[src/rtl/key_conditioner.sv]
// key_conditioner
//   Conditions two raw active-low pushbuttons and ten slide switches from the
//   DE-series board I/O. Keys are synchronized, debounced by a per-key FSM,
//   and turned into a level, press/release pulses and a long-hold flag.
//   Switches are only synchronized.
//
// Ports
//   CLK_50MHZ   in   1   sole clock, rising edge
//   RESET_N     in   1   asynchronous active-low reset (deassertion synchronized upstream)
//   KEY_IN      in   2   raw pushbuttons, active-low, asynchronous
//   SW_IN       in  10   raw slide switches, asynchronous
//   SW_OUT      out 10   synchronized switches (2-cycle latency)
//   KEY_LEVEL   out  2   debounced key state, 1 = pressed
//   KEY_PRESS   out  2   one-cycle pulse per accepted press
//   KEY_RELEASE out  2   one-cycle pulse per accepted release
//   KEY_HOLD    out  2   1 while key has been pressed at least HOLD_CYCLES
module key_conditioner #(
  parameter int DEBOUNCE_CYCLES = 500000,
  parameter int HOLD_CYCLES     = 25000000,
  parameter int CNT_W           = 25
) (
  input  logic       CLK_50MHZ,
  input  logic       RESET_N,
  input  logic [1:0] KEY_IN,
  input  logic [9:0] SW_IN,
  output logic [9:0] SW_OUT,
  output logic [1:0] KEY_LEVEL,
  output logic [1:0] KEY_PRESS,
  output logic [1:0] KEY_RELEASE,
  output logic [1:0] KEY_HOLD
);

  typedef enum logic [1:0] {
    IDLE         = 2'd0,
    PRESS_WAIT   = 2'd1,
    PRESSED      = 2'd2,
    RELEASE_WAIT = 2'd3
  } state_t;

  localparam logic [CNT_W-1:0] DEB_LAST = CNT_W'(DEBOUNCE_CYCLES - 1);
  localparam logic [CNT_W-1:0] HOLD_MAX = CNT_W'(HOLD_CYCLES);

  // Switch synchronizer
  logic [9:0] sw_meta;
  logic [9:0] sw_sync;

  always_ff @(posedge CLK_50MHZ or negedge RESET_N) begin
    if (!RESET_N) begin
      sw_meta <= '0;
      sw_sync <= '0;
    end else begin
      sw_meta <= SW_IN;
      sw_sync <= sw_meta;
    end
  end

  assign SW_OUT = sw_sync;

  // Key synchronizer. The inversion sits in front of the first flop so that
  // the reset value 0 means "released"; a key held through reset therefore
  // still has to run a full debounce afterwards.
  logic [1:0] key_meta;
  logic [1:0] key_sync;

  always_ff @(posedge CLK_50MHZ or negedge RESET_N) begin
    if (!RESET_N) begin
      key_meta <= '0;
      key_sync <= '0;
    end else begin
      key_meta <= ~KEY_IN;
      key_sync <= key_meta;
    end
  end

  generate
    for (genvar gi = 0; gi < 2; gi++) begin : g_key
      state_t           state;
      state_t           state_next;
      logic [CNT_W-1:0] dcnt;
      logic [CNT_W-1:0] dcnt_next;
      logic [CNT_W-1:0] hcnt;
      logic [CNT_W-1:0] hcnt_next;
      logic             level_q;
      logic             level_next;
      logic             press_q;
      logic             release_q;
      logic             hold_q;
      logic             s;

      assign s = key_sync[gi];

      always_comb begin
        state_next = state;
        dcnt_next  = dcnt;
        hcnt_next  = hcnt;

        // Hold time keeps accumulating across a release bounce; it is only
        // cleared on a fresh accepted press.
        if ((state == PRESSED || state == RELEASE_WAIT) && hcnt != HOLD_MAX) begin
          hcnt_next = hcnt + CNT_W'(1);
        end

        case (state)
          IDLE: begin
            if (s) begin
              state_next = PRESS_WAIT;
              dcnt_next  = '0;
            end
          end
          PRESS_WAIT: begin
            if (!s) begin
              state_next = IDLE;
            end else if (dcnt == DEB_LAST) begin
              state_next = PRESSED;
              hcnt_next  = '0;
            end else begin
              dcnt_next = dcnt + CNT_W'(1);
            end
          end
          PRESSED: begin
            if (!s) begin
              state_next = RELEASE_WAIT;
              dcnt_next  = '0;
            end
          end
          RELEASE_WAIT: begin
            if (s) begin
              state_next = PRESSED;
            end else if (dcnt == DEB_LAST) begin
              state_next = IDLE;
            end else begin
              dcnt_next = dcnt + CNT_W'(1);
            end
          end
          default: state_next = IDLE;
        endcase

        level_next = (state_next == PRESSED) || (state_next == RELEASE_WAIT);
      end

      // Outputs are registered from next-state so they line up with the
      // state they describe.
      always_ff @(posedge CLK_50MHZ or negedge RESET_N) begin
        if (!RESET_N) begin
          state     <= IDLE;
          dcnt      <= '0;
          hcnt      <= '0;
          level_q   <= 1'b0;
          press_q   <= 1'b0;
          release_q <= 1'b0;
          hold_q    <= 1'b0;
        end else begin
          state     <= state_next;
          dcnt      <= dcnt_next;
          hcnt      <= hcnt_next;
          level_q   <= level_next;
          press_q   <= (state == PRESS_WAIT) && (state_next == PRESSED);
          release_q <= (state == RELEASE_WAIT) && (state_next == IDLE);
          hold_q    <= level_next && (hcnt_next == HOLD_MAX);
        end
      end

      assign KEY_LEVEL[gi]   = level_q;
      assign KEY_PRESS[gi]   = press_q;
      assign KEY_RELEASE[gi] = release_q;
      assign KEY_HOLD[gi]    = hold_q;
    end
  endgenerate

endmodule

[config.mk]
export PLATFORM = sky130hd
export DESIGN_NAME = key_conditioner
export DESIGN_NICKNAME = d
export VERILOG_FILES = /design/src/rtl/key_conditioner.sv
export SDC_FILE = /design/constraint.sdc
export NUM_CORES = 1
export LEC_CHECK = 0
export ABC_CLOCK_PERIOD_IN_PS = 2750
export CAP_MARGIN = 20
export CORE_AREA = 2 2 152 124
export CTS_CLUSTER_DIAMETER = 80
export DETAILED_ROUTE_END_ITERATION = 10
export DIE_AREA = 0 0 154 126
export GPL_TIMING_DRIVEN = 0
export HOLD_SLACK_MARGIN = 0.08
export PLACE_DENSITY = 0.52
export SLEW_MARGIN = 20
export SYNTH_ARGS = -nofsm -noshare
export SYNTH_HDL_FRONTEND = slang
export SYNTH_SLANG_ARGS = --single-unit
[constraint.sdc]
create_clock -name CLK_50MHZ -period 2.75 [get_ports CLK_50MHZ]
set_clock_uncertainty 0.15 [all_clocks]
set_input_delay 0.55 -clock CLK_50MHZ [delete_from_list [all_inputs] [get_ports CLK_50MHZ]]
set_output_delay 0.55 -clock CLK_50MHZ [all_outputs]
set_load 0.005 [all_outputs]
Word-level counts from Yosys, hierarchy flattened

Cells that the tools add are included.

Add/sub/neg operators: 4
Equal/unequal tests: 24
Mux-type cells: 34
Bitwise logic cells: 1
Reductions and logical operators: 18

Operators by type and width:

| kind                                            | count |
|---|---|
| 2-to-1 mux 25 bit                               | 18 |
| one-hot mux 25 bit (4 select lines)             | 2 |
| adder 25 x 1 -> 25 bit, second input constant   | 4 |
| == test 25 x 19 -> 1 bit, second input constant | 2 |
| == test 25 bit, second input constant           | 2 |
| != test 25 bit, second input constant           | 2 |
| 2-to-1 mux 2 bit                                | 12 |
| == test 2 bit, second input constant            | 8 |
| != test 2 bit, second input constant            | 8 |
| one-hot mux 2 bit (4 select lines)              | 2 |
| logical AND 1 bit                               | 8 |
| logical NOT 2 bit                               | 4 |
| AND reduction 4 bit                             | 2 |
| == test 2 x 1 -> 1 bit, second input constant   | 2 |
| logical OR 1 bit                                | 4 |
| NOT 2 bit                                       | 1 |

Register bits: 136
Bits of input ports: 14
Logic and storage cells: 99

Logic depth before layout (Yosys ltp)

Gate-level depths: netlist of the first run.

Word-level depth: 9
Depth in mapped cells: 10
Depth with buffers taken out: 9

Worst setup path before layout of the first run

OpenSTA, ideal clock, no wires.

Kind: reg-to-reg
Start: reg g_key[1].dcnt[0]
End: reg g_key[1].dcnt[22]
Arrival: 2.384 ns
Setup slack: 0.139 ns
Cell stages (with the launch flop): 9
Path buffers: 1
Clock period less this slack: 2.611 ns
Cell sequence: dfrtp_1 ha_1 nand4_2 or2_1 a2111o_1 or4_1 buf_2 or3_1 a21oi_1

Cells in the longest elaborated chain, start to end: 4
Elaborated cells between the ends (all ways): 6

Ends and longest elaborated chain:

| item                                                                      | line     | RTL |
|---|---|---|
| start, declared                                                           | 79       | `logic [CNT_W-1:0] dcnt;` |
| start signal, assigned                                                    | 154      | `dcnt <= dcnt_next;` |
| adder 25 x 1 -> 25 bit / == test 25 x 19 -> 1 bit (equally long branches) | -        |  |
| 2-to-1 mux 25 bit (*)                                                     | 113, 129 |  |
| 2-to-1 mux 25 bit (on tied branches)                                      | 127, 111 |  |
| one-hot mux 25 bit (4 select lines) (*)                                   | 103      | `case (state)` |

Every way passes the cells marked *; elsewhere a longest branch is shown, timed or not. The select of a mux whose other input is x is not followed.
A chain may end at the register's enable or synchronous reset.

Final worst setup path of the first run

Start: reg g_key[1].hcnt[4]
End: reg g_key[1].hold_q

Cells in the longest elaborated chain, start to end: 8
Elaborated cells between the ends (all ways): 9

Ends and longest elaborated chain:

| item                                                           | line | RTL |
|---|---|---|
| start, declared                                                | 81   | `logic [CNT_W-1:0] hcnt;` |
| start signal, assigned                                         | 155  | `hcnt <= hcnt_next;` |
| branches (longest 2 deep; another with adder 25 x 1 -> 25 bit) | -    |  |
| 2-to-1 mux 25 bit (*)                                          | 99   | `if ((state == PRESSED \|\| state == RELEASE_WAIT) && hcnt != HOLD_MAX) begin` |
| 2-to-1 mux 25 bit                                              | 113  | `end else if (dcnt == DEB_LAST) begin` |
| 2-to-1 mux 25 bit                                              | 111  | `if (!s) begin` |
| 2-to-1 mux 25 bit (*)                                          | 103  |  |
| == test 25 bit (*)                                             | 159  | `hold_q <= level_next && (hcnt_next == HOLD_MAX);` |
| logical AND 1 bit (*)                                          | 159  |  |
| end signal, assigned                                           | 159  |  |
| end, declared                                                  | 87   | `logic hold_q;` |

Every way passes the cells marked *.

==> results by group, run 1 <==
Run status
  • Outcome: completed

Drt
  • WL met1: 7381 um
  • Initial DRT Pass Iterations: 5
  • Post-route ant nets: 0
  • WL met3: 565 um
  • Met2 Routed Length: about 6900 um
  • Vias/cell: between 5 and 6
  • Total number of vias: 5,215
  • Post-Route WL: 15,070 um
  • Post-DR wirelength/cell: 15.01 um
  • Max Used Layer: met4
  • 1st-iter DRT viols: 278
  • Drt drc: 0

STA
  • Fin crit share: 98.31%
  • Slew Limit Fails: 0
  • F_max: 369.9 MHz
  • Relative slew slack: 58.86%
  • Hold slack: between 150 and 200 ps
  • Final worst path period need: 2703 ps
  • Final Worst Setup Slack: 46.53 ps
  • RSZ-0062 raised after global routing: yes
  • Endpoints failing setup: 0
  • Final Hold Fails: 0
  • Measured slew at the worst slew-check pin: just over 600 ps

Die
  • Num rows: 44
  • IO Count: 32
  • Die Span X: 154 um
  • Die ar.: 19,400 um2
  • CORE AREA: 17,890 um2
  • Initial Util: 37.58%
  • Die Span Y: 126 um

Place
  • Place WS: -394.0 ps
  • Placed Cells: 961
  • Post-DP HPWL: 10,180 um
  • Routability cong.: 0.8627
  • I/O Buffers: 31

Global routing
  • GRT Overall Usage: 16.33%
  • Initial antenna violation count: 0
  • Largest net degree at the start of global routing: 99
  • Vias in the first global route: 5,176
  • First-pass GRT wire length: 25,560 um
  • Total gr overflow: 0

Pwr
  • Flop pwr share: ~45%
  • LEAKAGE: ~3.6 nW
  • Total power: 4.599 mW
  • P_int: 3.587 mW
  • Switching Fraction: 22.00%
  • NetSw: 1.012 mW
  • Power share of the clock group: 50.9%
  • Max VDD drop: 0.3321 mV
  • Power Density: 558.6 nW/um2
  • Gate power share: 4.2%

Setup path
  • Top delay family on crit path: simple AND/OR/NAND/NOR gates
  • Worst Path Required: 2900 ps
  • Setup slack, reg-to-reg: between 40 and 50 ps
  • Reg2Reg Depth: 7
  • Setup crit start kind: flop
  • Cells along the critical path: buf_4 > nand4_1 > or4_4 > nor3_1 > xnor2_1 > or4_4 > nor4_4
  • Crit-path most repeated cell: or4_4
  • Worst flop-to-flop path startpoint: g_key[1].hcnt[4]
  • CP max-delay cell: or4_4
  • FF-to-FF End: g_key[1].hold_q
  • CP arrival: between 2000 and 3000 ps
  • Critical Setup Path Class: flop to flop
  • Critical-path maximum fanout: 7
  • Worst path max stage delay: 600 ps
  • WP buf/inv: 1
  • Worst Setup End Kind: flop

CTS
  • CTS Sinks: 135
  • Max Buffers Root-to-Sink: 2
  • Clock root buffer master: clkbuf_16
  • Clk slew on worst S/H paths: about 60 ps
  • CTS tree: yes
  • Clock latency on the worst-skew pair: 420 ps
  • CTS H-tree lvls: 4
  • Total CTS buffers: 17

Hold path
  • Min-Delay Endpoint: SW_OUT[5]
  • Worst Hold Class: flop to flop
  • Min-delay src: sw_meta[5]
  • Worst hold path stage count: 0

Synth
  • Warning count from the yosys run: 0
  • Cell Area, Synth: about 6700 um2
  • Syn nets: 719
  • Post-synth top area cell: dfrtp_1
  • Area contributors post-synth: dfrtp_1, xnor2_1, nor2_1, nand2_1, xor2_1
  • Mapped Cells: 699
  • Yosys reg bits: around 140
  • Post-synth EDFFs: 0
  • Synth unique cells: 63
  • Sequential area share after synthesis: 50.24%
  • Post-synth top area share: 50.24%
  • Synth Area per Inst: approximately 9.6 um2
  • Main synth FF type: dfrtp_1
  • Async SR Flop Fraction: 100.0%

Final layout
  • Synth-to-Final Area Change: 22.44%
  • Multi-input gate area in the final layout: about 3200 um2
  • Antenna Cells: 0
  • Final #Nets: 781
  • Layout filler cell count: 1,702
  • Layout cells sized above 1: 14.08%
  • Non-filler cells, final: 1,004
  • Sequential standard cell area: 3383 um2

Job
  • Max-Cap Viols: 0
==> synthesized netlist by cell type, drive strengths merged (9+ instances only) <==
cell type,count
dfrtp,135
nor2,100
nand2,70
xnor2,47
nand3,43
xor2,30
inv,24
nor3,22
nor4,21
nand4,20
o21ai,19
clkbuf,18
buf,17
and3,15
or3,11
nor4b,9
==> worst max path at each step <==
stage	startpoint	endpoint	slack [ps]	cells past startpoint
finish	g_key[1].hcnt[4]	g_key[1].hold_q	50	7
detailed placement	g_key[1].hcnt[2]	g_key[1].hold_q	-390	8
global route	g_key[1].hcnt[4]	g_key[1].hold_q	-80	8
global placement	RESET_N	g_key[0].hcnt[20]	-4550	1
floorplan	g_key[1].dcnt[0]	g_key[1].dcnt[22]	140	8
CTS	g_key[1].hcnt[3]	g_key[1].hold_q	-130	7
==> cell type report <==
class                      count  share of cell area, %
buffer                        33                  2.416
clock buffer                  20                  5.547
clock inverter                12                  1.839
inverter                      24                  1.094
multi-input combinational    505                  39.13
sequential                   135                  41.09
tap                          230                  3.495
timing repair buffer          45                  5.380
==> state kept, by name, indices dropped and copies added, names as in the netlist, 3 cells and up <==
| signal | flops |
|---|---|
| SW_OUT | 10 |
| sw_meta | 10 |
| g_key.hcnt | 50 |
| g_key.dcnt | 50 |
| g_key.state | 3 |
==> power groups by stage <==
stage | clock network (mW) | logic, mW | registers (mW)
global route | 2.49 | 0.220 | 2.07
global placement | 0 | 0.173 | 2.10
floorplan | 0 | 0.0824 | 2.09
finish | 2.34 | 0.193 | 2.06
detailed placement | 0 | 0.184 | 2.10
CTS | 2.40 | 0.190 | 2.06
==> layer usage <==
layer,global-route usage (%),vias up
met3,4.129,22
met5,0,-
met1,22.74,2526
li1,-,2564
met2,25.27,103
met4,4.893,0
==> layout by cell type, fill, tap and decap left out, drive strengths merged, types with 4 or more instances in the layout <==
cell type / Yosys / routed
a21o: 6 / 6
a21oi: 7 / 7
a22o: 7 / 7
a31oi: 4 / 4
and2: 5 / 5
and3: 15 / 15
and4: 7 / 7
buf: 17 / 30
clkbuf: 18 / 37
clkdlybuf4s50: 0 / 30
clkinv: 0 / 7
dfrtp: 135 / 135
ha: 6 / 6
inv: 24 / 24
mux2i: 4 / 4
nand2: 70 / 70
nand3: 43 / 43
nand3b: 4 / 4
nand4: 20 / 20
nor2: 100 / 100
nor3: 22 / 22
nor4: 21 / 21
nor4b: 9 / 9
o21ai: 19 / 19
o31ai: 8 / 8
or2: 7 / 7
or3: 11 / 11
or4: 4 / 4
xnor2: 47 / 47
xor2: 30 / 30
==> kinds of logic (layout without fill, tap and decap cells) <==
logic type	after synthesis	in the layout	synth area share, %
AND/OR/NAND/NOR	351	351	26.81
flip-flops	135	135	50.24
XOR/XNOR	77	77	10.03
AO/OA/AOI/OAI	66	66	6.755
buffers and inverters	59	134	4.280
adder cells (fa/ha/maj)	6	6	1.116
multiplexers	5	5	0.7629
==> timing repair <==
item / CTS / global route
hold buffers: 1 / 0
pin swaps: 2 / 10
resized for setup: 8 / 32
cloned: 0 / 0
endpoints found under the hold margin: 37 / 0
endpoints found under the setup margin: 32 / 27
buffers inserted: 5 / 7
==> through the flow <==
stage                     TNS (ps)  cell area (um2)  util, %
after floorplan                  0             6724        -
after global placement     -613880             7322    40.92
after detailed placement     -3086             7355    41.10
after CTS                   -134.0             8050    44.99
after global routing        -112.2             8233    46.01
final                            0             8233    46.01
Note: power is estimated with default switching activity, not from simulation.
==> run 2, diff against run 1 <==
- GPL_TIMING_DRIVEN: 0 -> not set
- PLACE_DENSITY: 0.52 -> 0.6
==> results by group, run 2 (synthesis gave the netlist of run 1 again) <==
Run status
  • Outcome: completed

CTS
  • Clock latency on the worst-skew pair: 420 ps
  • Max Buffers Root-to-Sink: 2
  • CTS H-tree lvls: 4
  • CTS Sinks: approximately 140
  • Clk slew on worst S/H paths: 60 ps
  • Total CTS buffers: 17
  • Clock root buffer master: clkbuf_16
  • CTS tree: yes

STA
  • Hold slack: 195.4 ps
  • F_max: 374.7 MHz
  • Final worst path period need: 2669 ps
  • Measured slew at the worst slew-check pin: ~640 ps
  • Endpoints failing setup: 0
  • Relative slew slack: 56.66%
  • Slew Limit Fails: 0
  • Final Hold Fails: 0
  • Fin crit share: 97.04%

Drt
  • Drt drc: 0
  • Post-route ant nets: 0
  • 1st-iter DRT viols: 408
  • Initial DRT Pass Iterations: 4
  • Total number of vias: 5,259
  • Post-Route WL: 15,060 um
  • Vias/cell: approximately 5.3
  • Post-DR wirelength/cell: 15.11 um

Setup path
  • Setup crit start kind: flop
  • Critical Setup Path Class: flop to flop
  • Worst Path Required: 2950 ps
  • Worst Setup End Kind: flop
  • CP arrival: 2860 ps
  • Critical-path maximum fanout: 7

Final layout
  • Final #Nets: just under 800
  • Most common cell after layout, fill and taps aside: dfrtp_1
  • Layout Utilization: 45.54%
  • Synth-to-Final Area Change: 21.18%
  • Leading cell types in the layout, fill and taps excluded: dfrtp_1, nor2_1, nand2_1
  • Antenna Cells: 0
  • Non-filler cells, final: 997
  • Top flop regs: g_key.dcnt x50, g_key.hcnt x50
  • Layout cells sized above 1: 13.17%

Place
  • Post-DP HPWL: 10,200 um
  • Routability cong.: 0.9019
  • Placed Cells: 962
  • I/O Buffers: 31

Die
  • Num rows: 44
  • Die Span Y: 126 um
  • Die ar.: about 19,000 um2
  • CORE AREA: 17,890 um2
  • Die Span X: 154 um
  • IO Count: 32
  • Initial Util: a little under two fifths

Pwr
  • Power Density: between 500 and 600 nW/um2
  • LEAKAGE: between 3 and 4 nW
  • Max VDD drop: 0.3248 mV
  • Total power: 4.644 mW

Global routing
  • Vias in the first global route: 5,199
  • Initial antenna violation count: 0
  • Total gr overflow: 0
  • Largest net degree at the start of global routing: 50
  • GRT Overall Usage: between 15 and 20%
  • First-pass GRT wire length: 25,650 um

Job
  • Max-Cap Viols: 0

Hold path
  • Worst Hold Class: flop to flop
[run 2: changes by cell type in the layout (fill, tap and decap cells not counted), moves of 3 or more]
cell      before  now
buf_4         23   37
clkinv_2       4    0
buf_2          3    0
nor4_1        12   15
clkbuf_1      13    1
clkbuf_2       4    0
dfrtp_1      131  134
dfrtp_2        4    1
[run 2: worst max-delay path: stages, from the launching register on]
cell	delay [ps]
dfrtp_1	440
ha_4	180
nand4_4	120
or2_4	270
a2111o_1	370
or4_4	570
or3_1	320
a21oi_1	160
[run 2: final cells by class]
class | instances | area [um2]
Fill cell | 1645 | 9744
Clock inverter | 13 | 172.7
Tap cell | 230 | 287.8
Multi-Input combinational cell | 505 | 3136
Clock buffer | 19 | 442.9
Timing Repair Buffer | 71 | 639.4
Sequential cell | 135 | 3379
Inverter | 24 | 90.09
[run 2: routing by layer]
metal	GRT usage [%]	wire [um]	up-vias
li1	-	-	2534
met1	22.72	7422	2596
met2	25.35	6826	110
met3	4.439	617	19
met4	5.498	195	0
met5	0	0	-
[run 2: final timing paths]
| path | startpoint | end | slack, ps | cells past startpoint |
|---|---|---|---|---|
| setup / recovery | g_key[1].dcnt[0] | g_key[1].dcnt[22] | 80 | 7 |
| hold / removal | key_meta[1] | key_sync[1] | 200 | 0 |
| setup reg to reg | g_key[1].dcnt[0] | g_key[1].dcnt[22] | 80 | 7 |
| hold reg to reg | key_meta[1] | key_sync[1] | 200 | 0 |
| max in group asynchronous | RESET_N | key_meta[1] | 1300 | 3 |
| min in group asynchronous | RESET_N | g_key[1].hcnt[21] | 480 | 2 |
[run 2: power breakdown]
group,internal (mW),leakage [nW],switching [mW]
Combinational,0.0882,1.42,0.103
Clock,1.46,0.286,0.924
Sequential,2.03,1.82,0.0409
Total,3.58,3.53,1.07
[run 2: repair_timing]
action,CTS,global route
endpoints found under the hold margin,46,0
hold buffers,1,0
resized for setup,0,13
endpoints found under the setup margin,0,6
buffers inserted,0,2
[run 2: through the flow]
step                setup TNS [ps]  area (um2)  setup WS [ps]
finish                           0        8148          81.45
global route               -0.6182        8148        -0.6182
CTS                              0        8054          28.97
detailed placement               0        7428          45.88
global placement                 0        7428          131.8
floorplan                        0        6724          138.6
==> run 3, diff against run 2 <==
- ABC_AREA: not set -> 1
- CORE_AREA: 2 2 152 124 -> 2 2 166 136
- DIE_AREA: 0 0 154 126 -> 0 0 168 138
- PLACE_DENSITY: 0.6 -> 0.59
==> results by group, run 3 <==
Setup path
  • Worst Path Required: 2950 ps
  • CP arrival: 2690 ps
  • Worst Setup End Kind: flop
  • Critical-path maximum fanout: 20
  • Setup crit start kind: flop
  • Critical Setup Path Class: flop to flop

Synth
  • Post-synth top area share: 42.00%
  • Most frequent cells after synthesis: nand2_1, nor2_1, inv_1
  • Warning count from the yosys run: 0
  • Area contributors post-synth: dfrtp_1, nand2_1, nor2_1, inv_1, nand3_1
  • Synth unique cells: 43
  • Sequential area share after synthesis: 42.00%
  • Async SR Flop Fraction: 100.0%
  • Cell Area, Synth: 8043 um2
  • Yosys reg bits: ~140
  • Main synth FF type: dfrtp_1
  • Cell with the most instances after synthesis: nand2_1
  • Post-synth EDFFs: 0
  • Mapped Cells: 1,152
  • Syn nets: about 1,200
  • Post-synth top area cell: dfrtp_1
  • Synth Area per Inst: 6.982 um2

Global routing
  • Initial antenna violation count: 0
  • First-pass GRT wire length: 33,900 um
  • Total gr overflow: 0
  • GRT Overall Usage: 18.04%
  • Largest net degree at the start of global routing: 52
  • Vias in the first global route: 6,748

CTS
  • Clk slew on worst S/H paths: 60 ps
  • Total CTS buffers: 17
  • Post-CTS setup buffer count: 0
  • CTS H-tree lvls: 4
  • Max Buffers Root-to-Sink: 2
  • CTS tree: yes
  • Clock root buffer master: clkbuf_16
  • CTS Sinks: 135
  • Clock latency on the worst-skew pair: between 400 and 500 ps

Pwr
  • Total power: 4.497 mW
  • LEAKAGE: 4.323 nW
  • Max VDD drop: 0.4277 mV
  • Power Density: 486.2 nW/um2

Drt
  • 1st-iter DRT viols: around 630
  • Initial DRT Pass Iterations: 5
  • Drt drc: 0
  • Total number of vias: 7,225
  • Post-route ant nets: 0
  • Vias/cell: just under 5
  • Post-Route WL: 19,950 um
  • Post-DR wirelength/cell: 13.42 um

Final layout
  • Most common cell after layout, fill and taps aside: nand2_1
  • Final #Nets: 1,214
  • Sequential standard cell area: between 3000 and 4000 um2
  • Layout filler cell count: 2,227
  • Layout cells sized above 1: 7.374%
  • Multi-input gate area in the final layout: 3815 um2
  • Antenna Cells: 0
  • Top flop regs: g_key.dcnt x50, g_key.hcnt x50
  • Design Area, Final: 9250 um2
  • Leading cell types in the layout, fill and taps excluded: nand2_1, nor2_1, inv_1
  • Non-filler cells, final: 1,487
  • Synth-to-Final Area Change: 15.01%

Die
  • CORE AREA: 21,760 um2
  • Die ar.: ~23,000 um2
  • Initial Util: around 37%
  • IO Count: 32
  • Num rows: 49
  • Die Span X: 168 um
  • Die Span Y: 138 um

STA
  • Slew Limit Fails: 0
  • RSZ-0062 raised after global routing: no
  • Final Worst Setup Slack: 262.8 ps
  • Fin Setup TNS: 0 ps
  • Endpoints failing setup: 0
  • F_max: between 400 and 500 MHz
  • Relative slew slack: 73.37%
  • Fin crit share: 90.44%
  • Final Hold Fails: 0
  • Measured slew at the worst slew-check pin: 399.4 ps
  • Final worst path period need: around 2500 ps

Job
  • Max-Cap Viols: 0

Place
  • Post-DP HPWL: roughly 15,000 um
  • I/O Buffers: 31
  • Place WS: 317.4 ps
  • Placed Cells: between 1,000 and 1,500
  • Routability cong.: 0.9466
  • Post-place instance area: around 8700 um2

Run status
  • Outcome: completed

Hold path
  • Worst Hold Class: flop to flop
==> run 3: per-layer routing <==
layer	part of all wire (%)	global-route usage [%]	up-vias
li1	-	-	3705
met1	52	27.74	3309
met2	41	25.73	198
met3	5.7	3.607	13
met4	0.91	4.668	0
met5	0	0	-
==> run 3: what timing repair did <==
item | in CTS | in global routing
setup endpoints to repair | 0 | 1
hold buffers | 1 | 0
resized for setup | 0 | 1
endpoints found under the hold margin | 36 | 0
==> run 3: power breakdown <==
group	leakage, nW	switching [mW]	internal (mW)
clock network	0.278	0.933	1.37
logic	2.22	0.0929	0.0584
registers	1.82	0.0202	2.02
==> run 3: worst paths after layout <==
path	start	end	slack, ps	depth (start not counted)
setup / recovery	g_key[0].hcnt[0]	g_key[0].hold_q	260	16
hold / removal	sw_meta[4]	SW_OUT[4]	200	0
max in group asynchronous	RESET_N	g_key[1].hcnt[23]	1290	3
min in group asynchronous	RESET_N	SW_OUT[0]	450	2
hold reg to reg	sw_meta[4]	SW_OUT[4]	200	0
setup reg to reg	g_key[0].hcnt[0]	g_key[0].hold_q	260	16
==> run 3: cell families after synthesis <==
family,after synthesis,share of synthesized area [%]
compound gates,101,7.421
xor+xnor,24,2.614
fa+ha+maj,6,0.9334
buf+inv,200,10.56
flops,135,42.00
simple gates,686,36.47
==> run 3: worst max-delay path, stage by stage (launching register included) <==
cell	delay, ps
dfrtp_1	430
inv_1	140
ha_1	160
inv_1	40
nor2_1	70
nand2_1	60
nor2_2	130
nand3_4	200
nand2_4	170
inv_2	180
nand2_1	100
o21ai_0	80
nand2_1	100
nand2_1	60
nor2_1	110
nand3_1	140
nor2_1	110
==> run 3: stage by stage <==
stage                     util [%]  hold WS, ps
after floorplan                  -        104.4
after global routing         42.50        210.7
final                        42.50        198.7
after CTS                    42.50        199.1
after detailed placement     39.76        184.7
after global placement       39.76        182.4
==> run 3: area by class of cell <==
class | count | share of cell area (%)
well taps | 280 | 3.787
inverters | 173 | 7.034
repair buffers | 50 | 5.072
clock inverters | 12 | 1.515
multi-input cells | 817 | 41.24
flip-flops and latches | 135 | 36.52
clock buffers | 20 | 4.829
